File: config.mk
export PLATFORM = sky130hd
export DESIGN_NAME = seg_scan_capture
export DESIGN_NICKNAME = d
export VERILOG_FILES = /design/src/rtl/clock_pkg.sv /design/src/rtl/seg_scan_capture_dec.sv /design/src/rtl/seg_scan_capture.sv
export SDC_FILE = /design/constraint.sdc
export NUM_CORES = 1
export LEC_CHECK = 0
export BUFFER_PORTS_ARGS = -buffer_cell sky130_fd_sc_hd__clkbuf_2
export CAP_MARGIN = 30
export CELL_PAD_IN_SITES_DETAIL_PLACEMENT = 1
export CELL_PAD_IN_SITES_GLOBAL_PLACEMENT = 2
export CORE_ASPECT_RATIO = 1.4
export CORE_MARGIN = 4
export CORE_UTILIZATION = 41
export CTS_CLUSTER_DIAMETER = 200
export CTS_CLUSTER_SIZE = 8
export DETAILED_ROUTE_END_ITERATION = 8
export GPL_ROUTABILITY_DRIVEN = 0
export MAX_ROUTING_LAYER = met4
export PLACE_DENSITY = 0.88
export SLEW_MARGIN = 40
export SYNTH_ARGS = -nofsm -noshare
export SYNTH_HDL_FRONTEND = slang
export SYNTH_SLANG_ARGS = --single-unit
File: constraint.sdc
create_clock -name clk_50m -period 3.21 [get_ports clk_50m]
set_clock_uncertainty 0.05 [all_clocks]
set_input_delay 0.963 -clock clk_50m [delete_from_list [all_inputs] [get_ports clk_50m]]
set_output_delay 0.963 -clock clk_50m [all_outputs]
set_load 0.01 [all_outputs]
File: src/rtl/clock_pkg.sv
// Shared 7-segment patterns, scan digit positions and capture FSM states.
// Used by both the scan driver and the capture side; pure constants and helpers, no timing.
package clock_pkg;

  localparam logic [6:0] SEG_0 = 7'h7E;
  localparam logic [6:0] SEG_1 = 7'h30;
  localparam logic [6:0] SEG_2 = 7'h6D;
  localparam logic [6:0] SEG_3 = 7'h79;
  localparam logic [6:0] SEG_4 = 7'h33;
  localparam logic [6:0] SEG_5 = 7'h5B;
  localparam logic [6:0] SEG_6 = 7'h5F;
  localparam logic [6:0] SEG_7 = 7'h70;
  localparam logic [6:0] SEG_8 = 7'h7F;
  localparam logic [6:0] SEG_9 = 7'h7B;

  localparam int POS_SEC_ONES  = 0;
  localparam int POS_SEC_TENS  = 1;
  localparam int POS_MIN_ONES  = 2;
  localparam int POS_MIN_TENS  = 3;
  localparam int POS_HOUR_ONES = 4;
  localparam int POS_HOUR_TENS = 5;

  typedef enum logic [1:0] {HUNT, COLLECT, PUBLISH} cap_state_e;

  function automatic logic is_onehot6(input logic [5:0] v);
    return (v != 6'd0) && ((v & (v - 6'd1)) == 6'd0);
  endfunction

  function automatic logic [2:0] pos_index(input logic [5:0] v);
    logic [2:0] idx;
    idx = 3'd0;
    for (int i = 0; i < 6; i++) begin
      if (v[i]) idx = 3'(i);
    end
    return idx;
  endfunction

endpackage

File: src/rtl/seg_scan_capture_dec.sv
// Combinational 7-segment pattern to BCD decode; unknown patterns flag bad.
// Zero latency, no flow control.
module seg7_to_bcd
  import clock_pkg::*;
(
  input  logic [6:0] seg,
  output logic [3:0] bcd,
  output logic       bad
);

  always_comb begin
    bcd = 4'd0;
    bad = 1'b0;
    case (seg)
      SEG_0:   bcd = 4'd0;
      SEG_1:   bcd = 4'd1;
      SEG_2:   bcd = 4'd2;
      SEG_3:   bcd = 4'd3;
      SEG_4:   bcd = 4'd4;
      SEG_5:   bcd = 4'd5;
      SEG_6:   bcd = 4'd6;
      SEG_7:   bcd = 4'd7;
      SEG_8:   bcd = 4'd8;
      SEG_9:   bcd = 4'd9;
      default: bad = 1'b1;
    endcase
  end

endmodule

File: src/rtl/seg_scan_capture.sv
// Receive side of the multiplexed 7-seg scan bus: sync, debounce, decode, assemble HH:MM:SS frames.
// frame_valid/frame_err one cycle after the completing digit accept; inputs are sampled, no backpressure.
module seg_scan_capture
  import clock_pkg::*;
#(
  parameter int STABLE_CYCLES  = 16,
  parameter int TIMEOUT_CYCLES = 500_000
) (
  input  logic       clk_50m,
  input  logic       cr,
  input  logic [6:0] seg,
  input  logic [7:0] pos,
  output logic [7:0] hour,
  output logic [7:0] minute,
  output logic [7:0] second,
  output logic       frame_valid,
  output logic       frame_err,
  output logic       link_lost
);

  localparam int SW = $clog2(STABLE_CYCLES);
  localparam int TW = $clog2(TIMEOUT_CYCLES + 1);
  localparam logic [SW-1:0] STABLE_MAX  = SW'(STABLE_CYCLES - 1);
  localparam logic [TW-1:0] TIMEOUT_MAX = TW'(TIMEOUT_CYCLES);

  logic [6:0]        seg_m, seg_s, seg_q;
  logic [7:0]        pos_m, pos_s, pos_q;
  logic [SW-1:0]     stab_cnt;
  logic              stab_taken, changed, stable_hit, accept;
  logic [2:0]        acc_idx;
  logic [3:0]        dec_bcd;
  logic              dec_bad;
  cap_state_e        state, state_nxt;
  logic [5:0]        mask;
  logic              frame_bad;
  logic [5:0][3:0]   slot;
  logic              pend_vld, pend_bad;
  logic [2:0]        pend_idx;
  logic [3:0]        pend_bcd;
  logic              wr_vld, wr_bad, mask_full_nxt;
  logic [2:0]        wr_idx;
  logic [3:0]        wr_bcd;
  logic [TW-1:0]     to_cnt;
  logic              timeout_hit, range_ok, publish_ok;
  logic [7:0]        hour_q, minute_q, second_q;

  always_ff @(posedge clk_50m or negedge cr) begin
    if (!cr) begin
      seg_m <= '0; seg_s <= '0; seg_q <= '0;
      pos_m <= '0; pos_s <= '0; pos_q <= '0;
    end else begin
      seg_m <= seg;   seg_s <= seg_m; seg_q <= seg_s;
      pos_m <= pos;   pos_s <= pos_m; pos_q <= pos_s;
    end
  end

  // One accept per stable period: stab_taken blocks re-accept until the bus moves.
  assign changed    = {seg_s, pos_s} != {seg_q, pos_q};
  assign stable_hit = !changed && (stab_cnt == STABLE_MAX) && !stab_taken;
  assign accept     = stable_hit && is_onehot6(pos_s[5:0]);
  assign acc_idx    = pos_index(pos_s[5:0]);

  always_ff @(posedge clk_50m or negedge cr) begin
    if (!cr) begin
      stab_cnt   <= '0;
      stab_taken <= 1'b0;
    end else if (changed) begin
      stab_cnt   <= '0;
      stab_taken <= 1'b0;
    end else begin
      if (stab_cnt != STABLE_MAX) stab_cnt <= stab_cnt + SW'(1);
      if (stable_hit) stab_taken <= 1'b1;
    end
  end

  seg7_to_bcd u_dec (
    .seg (seg_s),
    .bcd (dec_bcd),
    .bad (dec_bad)
  );

  // A digit held over from PUBLISH takes priority; accepts cannot arrive back to back.
  always_comb begin
    wr_vld = 1'b0;
    wr_idx = acc_idx;
    wr_bcd = dec_bcd;
    wr_bad = dec_bad;
    if (state == COLLECT && pend_vld) begin
      wr_vld = 1'b1;
      wr_idx = pend_idx;
      wr_bcd = pend_bcd;
      wr_bad = pend_bad;
    end else if (accept && (state == COLLECT ||
                            (state == HUNT && acc_idx == 3'(POS_SEC_ONES)))) begin
      wr_vld = 1'b1;
    end
  end

  assign mask_full_nxt = (mask | (6'd1 << wr_idx)) == 6'h3F;
  assign timeout_hit   = to_cnt == TIMEOUT_MAX;

  always_ff @(posedge clk_50m or negedge cr) begin
    if (!cr) state <= HUNT;
    else     state <= state_nxt;
  end

  always_comb begin
    state_nxt = state;
    case (state)
      HUNT:    if (wr_vld) state_nxt = COLLECT;
      COLLECT: begin
        if (wr_vld && mask_full_nxt)    state_nxt = PUBLISH;
        else if (!wr_vld && timeout_hit) state_nxt = HUNT;
      end
      PUBLISH: state_nxt = COLLECT;
      default: state_nxt = HUNT;
    endcase
  end

  always_ff @(posedge clk_50m or negedge cr) begin
    if (!cr) begin
      mask      <= '0;
      frame_bad <= 1'b0;
      slot      <= '0;
      pend_vld  <= 1'b0;
      pend_idx  <= '0;
      pend_bcd  <= '0;
      pend_bad  <= 1'b0;
    end else begin
      if (state == PUBLISH || state_nxt == HUNT) begin
        mask      <= '0;
        frame_bad <= 1'b0;
      end else if (wr_vld) begin
        mask[wr_idx] <= 1'b1;
        frame_bad    <= frame_bad | wr_bad;
      end
      if (wr_vld) slot[wr_idx] <= wr_bcd;
      pend_vld <= (state == PUBLISH) && accept;
      if (state == PUBLISH && accept) begin
        pend_idx <= acc_idx;
        pend_bcd <= dec_bcd;
        pend_bad <= dec_bad;
      end
    end
  end

  // link_lost rises together with saturation and stays up until the next accept.
  always_ff @(posedge clk_50m or negedge cr) begin
    if (!cr) begin
      to_cnt    <= '0;
      link_lost <= 1'b1;
    end else if (accept) begin
      to_cnt    <= '0;
      link_lost <= 1'b0;
    end else begin
      if (!timeout_hit) to_cnt <= to_cnt + TW'(1);
      if (to_cnt >= TIMEOUT_MAX - TW'(1)) link_lost <= 1'b1;
    end
  end

  always_ff @(posedge clk_50m or negedge cr) begin
    if (!cr) begin
      hour_q   <= 8'h00;
      minute_q <= 8'h00;
      second_q <= 8'h00;
    end else if (publish_ok) begin
      hour_q   <= {slot[POS_HOUR_TENS], slot[POS_HOUR_ONES]};
      minute_q <= {slot[POS_MIN_TENS],  slot[POS_MIN_ONES]};
      second_q <= {slot[POS_SEC_TENS],  slot[POS_SEC_ONES]};
    end
  end

  always_comb begin
    range_ok = (slot[POS_SEC_TENS] <= 4'd5) && (slot[POS_MIN_TENS] <= 4'd5) &&
               ({slot[POS_HOUR_TENS], slot[POS_HOUR_ONES]} <= 8'h23) &&
               (slot[POS_SEC_ONES] <= 4'd9) && (slot[POS_MIN_ONES] <= 4'd9) &&
               (slot[POS_HOUR_ONES] <= 4'd9);
    publish_ok  = (state == PUBLISH) && !frame_bad && range_ok;
    frame_valid = publish_ok;
    frame_err   = (state == PUBLISH) && !publish_ok;
    hour   = publish_ok ? {slot[POS_HOUR_TENS], slot[POS_HOUR_ONES]} : hour_q;
    minute = publish_ok ? {slot[POS_MIN_TENS],  slot[POS_MIN_ONES]}  : minute_q;
    second = publish_ok ? {slot[POS_SEC_TENS],  slot[POS_SEC_ONES]}  : second_q;
  end

endmodule

-- After elaboration in Yosys (flattened, before gate mapping)
Cells that the tools add are included.
- memory bits (read-only): 0
- memories kept: 0
- logic and storage cells: 133
- bits in registers: 136
- memory bits (writable): 0
- bits in latches: 0
- bits of input ports: 17
- output and inout bits: 27
- add/sub/neg operators: 3
- bitwise operators: 4
- reduce and logical (&&, ||, !) cells: 36
- muxes and demuxes: 36
- multipliers: 0
- equality and inequality tests: 18
- div/mod/pow operators: 0
- magnitude comparators: 9
- shifts and indexed selects: 1
- operators with widths (kind ; count):
    $eq 7x7->1 const B ; 8
    $mux 19 ; 2
    $pmux 4 s9 ; 1
    $bwmux 24 ; 1
    $mux 8 ; 3
    $add 19x1->19 const B ; 1
    $eq 19x19->1 const B ; 1
    $ge 19x19->1 const B ; 1
    $logic_and 1x1->1 ; 19
    $mux 4 ; 4
    $mux 3 ; 5
    $ne 15x15->1 ; 1
    $eq 7x6->1 const B ; 2
    $demux 4 s3 ; 1
    $le 4x4->1 const B ; 3
    $mux 1 ; 12
    $mux 6 ; 2
    $or 6x6->6 ; 2
    $reduce_or 10->1 ; 1
    $le 4x3->1 const B ; 2
    $le 8x6->1 const B ; 1
    $reduce_bool 2->1 ; 4
    $and 6x6->6 ; 1
    $eq 6x6->1 const B ; 1
    20 further kinds ; 28

-- Longest topological paths before layout
Gate-level depths: netlist of run 1.
- depth in word-level cells: 19
- gate-level depth with buffers: 8
- gate-level depth less buffers: 7

-- Cells and area by module
Synthesis of run 1 repeated with hierarchy kept, for this count alone.
- cell total of the unflattened synthesis: 472
- area total of the unflattened synthesis: 5581.6 sq um
- by module, submodules not included (module ; instances ; cells an instance ; area an instance (sq um)):
    seg_scan_capture ; 1 ; 448 ; 5413.9
    seg7_to_bcd ; 1 ; 24 ; 167.7

-- Least setup slack after synthesis of run 1
Ideal clock, no wire load.
- path kind: register -> output
- from: register slot[18] in the netlist's numbering
- to: output hour[2]
- required time: 2.197 ns
- path slack: 0.308 ns
- path buffers: 1
- arrival: 1.889 ns
- cell stages (with the launch flop): 6
- path through: dfrtp_1 -> o31ai_1 -> nand4_1 -> nor2_1 -> clkbuf_1 -> mux2_2
- cells in the longest elaborated chain, start to end: 7
- elaborated cells between the ends (all ways): 8
- RTL lines (what ; line ; RTL):
    from (decl) ; seg_scan_capture.sv:36 ; logic [5:0][3:0] slot;
    from (signal, indexed assignment) ; seg_scan_capture.sv:137 ; if (wr_vld) slot[wr_idx] <= wr_bcd;
    $le 8x6->1 ; seg_scan_capture.sv:175 ; ({slot[POS_HOUR_TENS], slot[POS_HOUR_ONES]} <= 8'h23) &&
    $logic_and 1x1->1 ; seg_scan_capture.sv:174 ; range_ok = (slot[POS_SEC_TENS] <= 4'd5) && (slot[POS_MIN_TENS] <= 4'd5) &&
    $logic_and 1x1->1 ; seg_scan_capture.sv:175 ;
    $logic_and 1x1->1 ; seg_scan_capture.sv:176 ; (slot[POS_SEC_ONES] <= 4'd9) && (slot[POS_MIN_ONES] <= 4'd9) &&
    $logic_and 1x1->1 (*) ; seg_scan_capture.sv:176 ;
    $logic_and 1x1->1 (*) ; seg_scan_capture.sv:178 ; publish_ok = (state == PUBLISH) && !frame_bad && range_ok;
    named net frame_valid ; seg_scan_capture.sv:16 ; output logic frame_valid,
    $mux 8 (*) ; -- ;
    to (decl) ; seg_scan_capture.sv:13 ; output logic [7:0] hour,
Mark *: on every way through the listed nets, which the timed path passes. The rest lies on a longest branch.

-- Worst setup path in the final report of run 1
- from: register state[1]
- to: output minute[1]
- cells in the longest elaborated chain, start to end: 4
- RTL lines (what ; line ; RTL):
    from (decl) ; seg_scan_capture.sv:33 ; cap_state_e state, state_nxt;
    from (signal assigned) ; seg_scan_capture.sv:104 ; else state <= state_nxt;
    $eq 2x2->1 ; seg_scan_capture.sv:178 ;
    $logic_and 1x1->1 (2 in a row) ; seg_scan_capture.sv:178 ;
    $mux 8 ; -- ;
    to (decl) ; seg_scan_capture.sv:14 ; output logic [7:0] minute,
Every way passes these cells.

==> results of run 1 <==
-- cell families after synthesis --
family | share of synthesized area
compound gates | 0.07852
xor+xnor | 0.05542
fa+ha+maj | 0.008578
buf+inv | 0.02111
flops | 0.5984
mux | 0.1001
simple gates | 0.1379
-- stage by stage --
step | setup WS (ns) | hold WS [ns] | setup TNS [ns]
floorplan | 0.3076 | 0.2812 | 0
global placement | 0.2704 | 0.2844 | 0
detailed placement | 0.2425 | 0.2863 | 0
CTS | -0.006208 | 0.2991 | -0.01755
global route | -0.08100 | 0.3101 | -1.110
finish | 0.01802 | 0.2970 | 0
-- how the worst max path moves through the flow --
| stage | cells after the start | to | slack, ns | startpoint |
|---|---|---|---|---|
| floorplan | 5 | hour[2] | 0.31 | slot[18] |
| global placement | 7 | minute[1] | 0.27 | state[1] |
| detailed placement | 7 | second[0] | 0.24 | state[1] |
| CTS | 6 | minute[1] | -0.006 | slot[19] |
| global route | 6 | hour[2] | -0.08 | slot[18] |
| finish | 7 | minute[1] | 0.02 | state[1] |
-- layout by cell type, fill, tap and decap left out, types with 5 or more instances in the layout --
cell,instances
sky130_fd_sc_hd__nor2b_1,7
sky130_fd_sc_hd__dfrtp_1,133
sky130_fd_sc_hd__nand2_1,21
sky130_fd_sc_hd__nor3_1,14
sky130_fd_sc_hd__xnor2_1,19
sky130_fd_sc_hd__clkbuf_16,17
sky130_fd_sc_hd__o21a_1,7
sky130_fd_sc_hd__nand4_1,10
sky130_fd_sc_hd__inv_1,15
sky130_fd_sc_hd__o21ai_0,17
sky130_fd_sc_hd__xor2_1,17
sky130_fd_sc_hd__nor2_1,42
sky130_fd_sc_hd__nand3_1,19
sky130_fd_sc_hd__mux2_2,41
sky130_fd_sc_hd__a21oi_1,10
sky130_fd_sc_hd__clkbuf_2,42
sky130_fd_sc_hd__buf_4,7
sky130_fd_sc_hd__and3_1,5
-- synth_stat cells, drive strengths merged, types with 10 or more instances --
library cell,n
dfrtp,135
mux2,47
nand4,10
clkbuf,13
o21ai,18
inv,15
nor3,15
nand3,19
nor2,44
a21oi,12
xnor2,19
nand2,21
xor2,17
-- state kept, by name (all words and copies together) (netlist names), 2 cells and up --
name / cells
stab_cnt: 4
to_cnt: 19
seg_m: 7
hour_q: 8
pend_bcd: 4
state: 2
pos_q: 8
seg_q: 7
pend_idx: 3
pos_m: 8
mask: 6
second_q: 8
slot: 24
minute_q: 8
pos_s: 8
seg_s: 7
-- routing by layer --
layer	wire, um	GRT usage	up-vias
met1	5313	0.2104	1973
met3	356	0.04281	16
met2	7695	0.3415	53
met5	0	-	-
met4	225	0.05875	0
li1	-	-	1766
-- critical path: stages, from the launching register on --
cell                       delay (ns)
sky130_fd_sc_hd__dfrtp_2         0.41
sky130_fd_sc_hd__inv_1           0.11
sky130_fd_sc_hd__nor2_4          0.18
sky130_fd_sc_hd__nand4_1         0.19
sky130_fd_sc_hd__nor2_4          0.18
sky130_fd_sc_hd__buf_12          0.18
sky130_fd_sc_hd__mux2_2          0.37
sky130_fd_sc_hd__clkbuf_2        0.14
-- layout make-up --
type,instances,share of cell area
clock inverters,11,0.02485
multi-input cells,303,0.3215
clock buffers,21,0.06871
inverters,15,0.008224
flip-flops and latches,136,0.4976
well taps,182,0.03326
repair buffers,52,0.04587
-- power by group --
part | leakage, nW | switching (mW) | internal [mW]
registers | 1.77 | 0.0286 | 1.74
clock network | 0.305 | 0.740 | 1.36
logic | 1.05 | 0.0668 | 0.0353
total | 3.13 | 0.836 | 3.14
-- timing repair --
item	4_1_cts	5_1_grt
pin swaps	1	1
gates cloned	0	0
setup endpoints to repair	20	20
resized for setup	7	5
==> results.toml, run 1 <==
[timing]
hold_violations = 0
max_slew.worst_pin.slew_ns = 0.7701
max-slew-margin-rel = 0.4812
period_needed_ns = 3.192
timing_max_transition_violations_final = 0
finalSetupViolCount = 0
grt_setup_unrepaired = "true"
maxClockFrequency_ghz = 0.3133
min_period_over_period = 0.9944

[setup_path]
timing.rr.start = "pos_s[1]"
ff2ff_setup_slack_ns = 0.45
worstSetupPathType = "reg2out"
timing.rr.end = "slot[22]"
wp_data_required_ns = 2.20
reg2reg_depth = 6
critical_path_endpoint_category = "output pin"
worst_setup_path_start_kind = "flip-flop"
critPathMaxFanout = 21
critical_path_arrival_ns = 2.18

[synth]
top_reg_cell_synth = "sky130_fd_sc_hd__dfrtp_1"
post_synthesis_instance_total = 470
synth_async_sr_flop_share = 1.000
post-synth-top-area-fraction = 0.5938
average_instance_area_after_synthesis_um2 = 12.10
biggest_area_contributors_in_the_synthesized_netlist = "sky130_fd_sc_hd__dfrtp_1 (59%), sky130_fd_sc_hd__mux2_2 (8.5%), sky130_fd_sc_hd__xnor2_1 (2.9%)"
synth.ff_latch_count = 136
yosys_warnings = 0
synthDominantAreaCellType = "sky130_fd_sc_hd__dfrtp_1"
synth_enable_flop_cells = 0
yosysUniqueCellTypes = 58
synthesis.nets = 490
syn_area_mm2 = 0.005689
synth-seq-area-share = 0.5984

[floorplanning]
die_span_in_x_um = 107.6
top_level_ports = 44
chipHeight_um = 147.4
start_util = 0.4210
core_area_mm2 = 0.01351
die_area_mm2 = 0.01585
core.rowCount = 50

[power]
static-leakage-power_nw = 3.131
totalPowerFinal_mw = 3.976
p_per_area_mw_per_mm2 = 580.7
max-vdd-ir-drop_uv = 342.1

[drt]
detail-route-antenna-nets = 0
route.detailed.drc = 0
via_count = 3808
wl_per_cell_um = 18.88
routed_wl_um = 13590
drtIter0Drc = 137
viasPerCell = 5.289
drt-pass1-iter-count = 4

[layout]
multi_input_gate_area_mm2 = 0.002201
area_delta_synth_final_pct = 20.34
fillerInstances = 1450
regArea_mm2 = 0.003407
layout.core_utilization = 0.5067
diodes = 0
final-instance-count-excl-fill = 720
stdcell_area_mm2 = 0.006847
post_route_cells_drive_above_1_share = 0.2658
final_net_count = 545

[clock_tree]
clk_path_buf_depth = 2
cts_made_buffers = 17
postCtsSetupRepairBufs = 0
cts_tree = "yes"
insertion_delay_ns = 0.42
clock-sinks = 136
root_buffer = "sky130_fd_sc_hd__clkbuf_16"
post_cts_hold_buffer_count = 0
cts.htree.levels = 4
clk_transition_reported_paths_ns = 0.06

[run_status]
run_status = "complete, no violations"

[grt]
pin_count_of_the_biggest_net_entering_global_routing = 57
antenna_found_initial = 0
first_global_vias = 4465
globalRoute.totalOverflow = 0
globalRouteTotalUtil = 0.1912
wire_length_of_the_first_global_routing_pass_um = 23180

[flow_run]
max-cap-violations = 0

[place]
placement.cell_area_mm2 = 0.006157
number_of_instances_in_the_placed_design = 688
numPortBuffers = 43
hpwl_um = 9427

[hold_path]
hold_end = "seg_s[0]"
hold_path_class = "reg2reg"
worstHoldPathCells = 0
origin_of_the_worst_min_delay_path = "seg_m[0]"
No activity file was read; power rests on OpenSTA's default activity.
==> run 2, diff against run 1 <==
--- a/config.mk
+++ b/config.mk
@@ -10,7 +10,7 @@
 export CELL_PAD_IN_SITES_DETAIL_PLACEMENT = 1
 export CELL_PAD_IN_SITES_GLOBAL_PLACEMENT = 2
 export CORE_ASPECT_RATIO = 1.4
-export CORE_MARGIN = 4
+export CORE_MARGIN = 10
 export CORE_UTILIZATION = 41
 export CTS_CLUSTER_DIAMETER = 200
 export CTS_CLUSTER_SIZE = 8
==> run 2 against run 1 <==
Against the previous run: non-clock buffer count rose by 2; routed wire length fell by 0.51%; die area rose by 20%; global-route usage fell by 3.7 points; count of clock-buffer cells in the layout rose by 2; setup slack improved by 0.041 ns; register-to-register slack got worse by 0.04 ns; clock power fell by 15%; combinational power rose by 7%; sequential power barely moved.
==> results.toml, run 2 (synthesized netlist as in run 1, its figures left out) <==
[run_status]
run_status = "complete, no violations"

[setup_path]
timing.rr.end = "slot[13]"
critical-path-top-delay-family = "simple AND/OR/NAND/NOR gates"
timing.rr.start = "seg_s[0]"
buffer_and_inverter_count_on_the_worst_path = 3
ff2ff_setup_slack_ns = 0.41
wp_data_required_ns = 2.20
worstSetupPathType = "reg2out"
cp_common_cell = "sky130_fd_sc_hd__nor2_4"
cp_num_cells = 7
critical-path-slowest-cell = "sky130_fd_sc_hd__dfrtp_2"
crit_path_cell_trace = "inv_1, nor2_4, nand4_1, nor2_4, buf_12, mux2_2, clkbuf_2"
worst_setup_path_start_kind = "flip-flop"
critical_path_endpoint_category = "output pin"
reg2reg_depth = 6
crit_path_max_incr_delay_ns = 0.41
crit_end = "minute[3]"
critical_path_arrival_ns = 2.14
critPathMaxFanout = 21
timing.critical_path.from = "state[1]"

[drt]
drtIter0Drc = 165
viasPerCell = 5.281
met1_length_um = 5574
routed_wl_um = 13520
maxUsedRoutingLayer = "met4"
route.detailed.drc = 0
route.met3.wl_um = 227
detail-route-antenna-nets = 0
drt-pass1-iter-count = 4
wl_per_cell_um = 18.73
via_count = 3813
routed_length_on_met2_um = 7569

[layout]
layout_common_cells = "sky130_fd_sc_hd__dfrtp_1 (133), sky130_fd_sc_hd__nor2_1 (42), sky130_fd_sc_hd__clkbuf_2 (42)"
regMostFlops = "slot"
final_common_cell = "sky130_fd_sc_hd__dfrtp_1"
post_route_cells_drive_above_1_share = 0.2611
diodes = 0
fillerInstances = 1474
final_net_count = 547
number_of_flip_flops_under_the_largest_register_name = 24
area_delta_synth_final_pct = 19.02
largestRegisters = "slot x24, to_cnt x19"

[timing]
timing_max_transition_violations_final = 0
grt_setup_unrepaired = "true"
totalNegativeSetupSlack_ns = 0
max-slew-margin-rel = 0.5536
min_period_over_period = 0.9816
maxClockFrequency_ghz = 0.3174
hold_violations = 0
max_slew.worst_pin.slew_ns = 0.6634
finalSetupViolCount = 0
hold_ws_ns = 0.2939
period_needed_ns = 3.151

[floorplanning]
core.rowCount = 50
chipHeight_um = 159.4
die_area_mm2 = 0.01905
die_span_in_x_um = 119.6
core_area_mm2 = 0.01351
start_util = 0.4210
top_level_ports = 44

[hold_path]
hold_path_class = "reg2reg"

[clock_tree]
cts_made_buffers = 17
cts_tree = "yes"
clock-sinks = 136
post_cts_hold_buffer_count = 0
root_buffer = "sky130_fd_sc_hd__clkbuf_16"
insertion_delay_ns = 0.41
clk_path_buf_depth = 2
clk_transition_reported_paths_ns = 0.06
cts.htree.levels = 4

[grt]
first_global_vias = 4345
wire_length_of_the_first_global_routing_pass_um = 23100
globalRouteTotalUtil = 0.1538
pin_count_of_the_biggest_net_entering_global_routing = 57
antenna_found_initial = 0
globalRoute.totalOverflow = 0

[power]
static-leakage-power_nw = 3.096
totalPowerFinal_mw = 3.653
max-vdd-ir-drop_uv = 377.6
p_per_area_mw_per_mm2 = 539.4

[place]
hpwl_um = 9431
numPortBuffers = 43

[flow_run]
max-cap-violations = 0
==> run 2: per-layer routing <==
metal | vias up | track usage
met5 | - | -
met3 | 11 | 0.03013
li1 | 1768 | -
met2 | 42 | 0.2715
met4 | 0 | 0.05336
met1 | 1992 | 0.1671
==> run 2: worst min path at each step <==
stage,startpoint,to,slack (ns),depth (start not counted)
5_1_grt,pos_m[2],pos_s[2],0.30,0
6_report,pos_m[2],pos_s[2],0.29,0
3_5_place_dp,seg_m[2],seg_s[2],0.29,0
3_3_place_gp,seg_m[3],seg_s[3],0.28,0
2_1_floorplan,pos_m[0],pos_s[0],0.28,0
4_1_cts,pos_m[2],pos_s[2],0.29,0
==> run 2: report_power, final <==
part / internal (mW) / leakage, nW / switching, mW / total [mW]
sequential: 1.74 / 1.77 / 0.0232 / 1.77
clock: 1.08 / 0.257 / 0.699 / 1.78
combinational: 0.0377 / 1.06 / 0.0716 / 0.109
total: 2.86 / 3.10 / 0.793 / 3.65
==> run 2: metrics by stage <==
step                      instance area [um2]  setup slack, ns  cells    util
after floorplan                          5689           0.3076    470       -
after CTS                                6746        -0.004220    721  0.4993
after global placement                   6165           0.2771    689  0.4562
final                                    6771          0.05921    722  0.5011
after detailed placement                 6165           0.2376    689  0.4562
after global routing                     6771         -0.04423    722  0.5011
==> run 2: area by class of cell <==
class / instances / area (um2) / share of cell area
Sequential cell: 136 / 3407 / 0.5031
Inverter: 15 / 56.30 / 0.008315
Clock buffer: 23 / 457.9 / 0.06763
Timing Repair Buffer: 54 / 329.1 / 0.04860
Multi-Input combinational cell: 303 / 2216 / 0.3272
Tap cell: 182 / 227.7 / 0.03363
Clock inverter: 9 / 77.57 / 0.01146
==> run 2: repair_timing <==
| item | CTS | global route |
|---|---|---|
| setup endpoints to repair | 20 | 20 |
| gates resized for setup | 11 | 6 |
| pin swaps | 2 | 1 |
| cloned | 0 | 0 |
| buffers inserted | 0 | 1 |
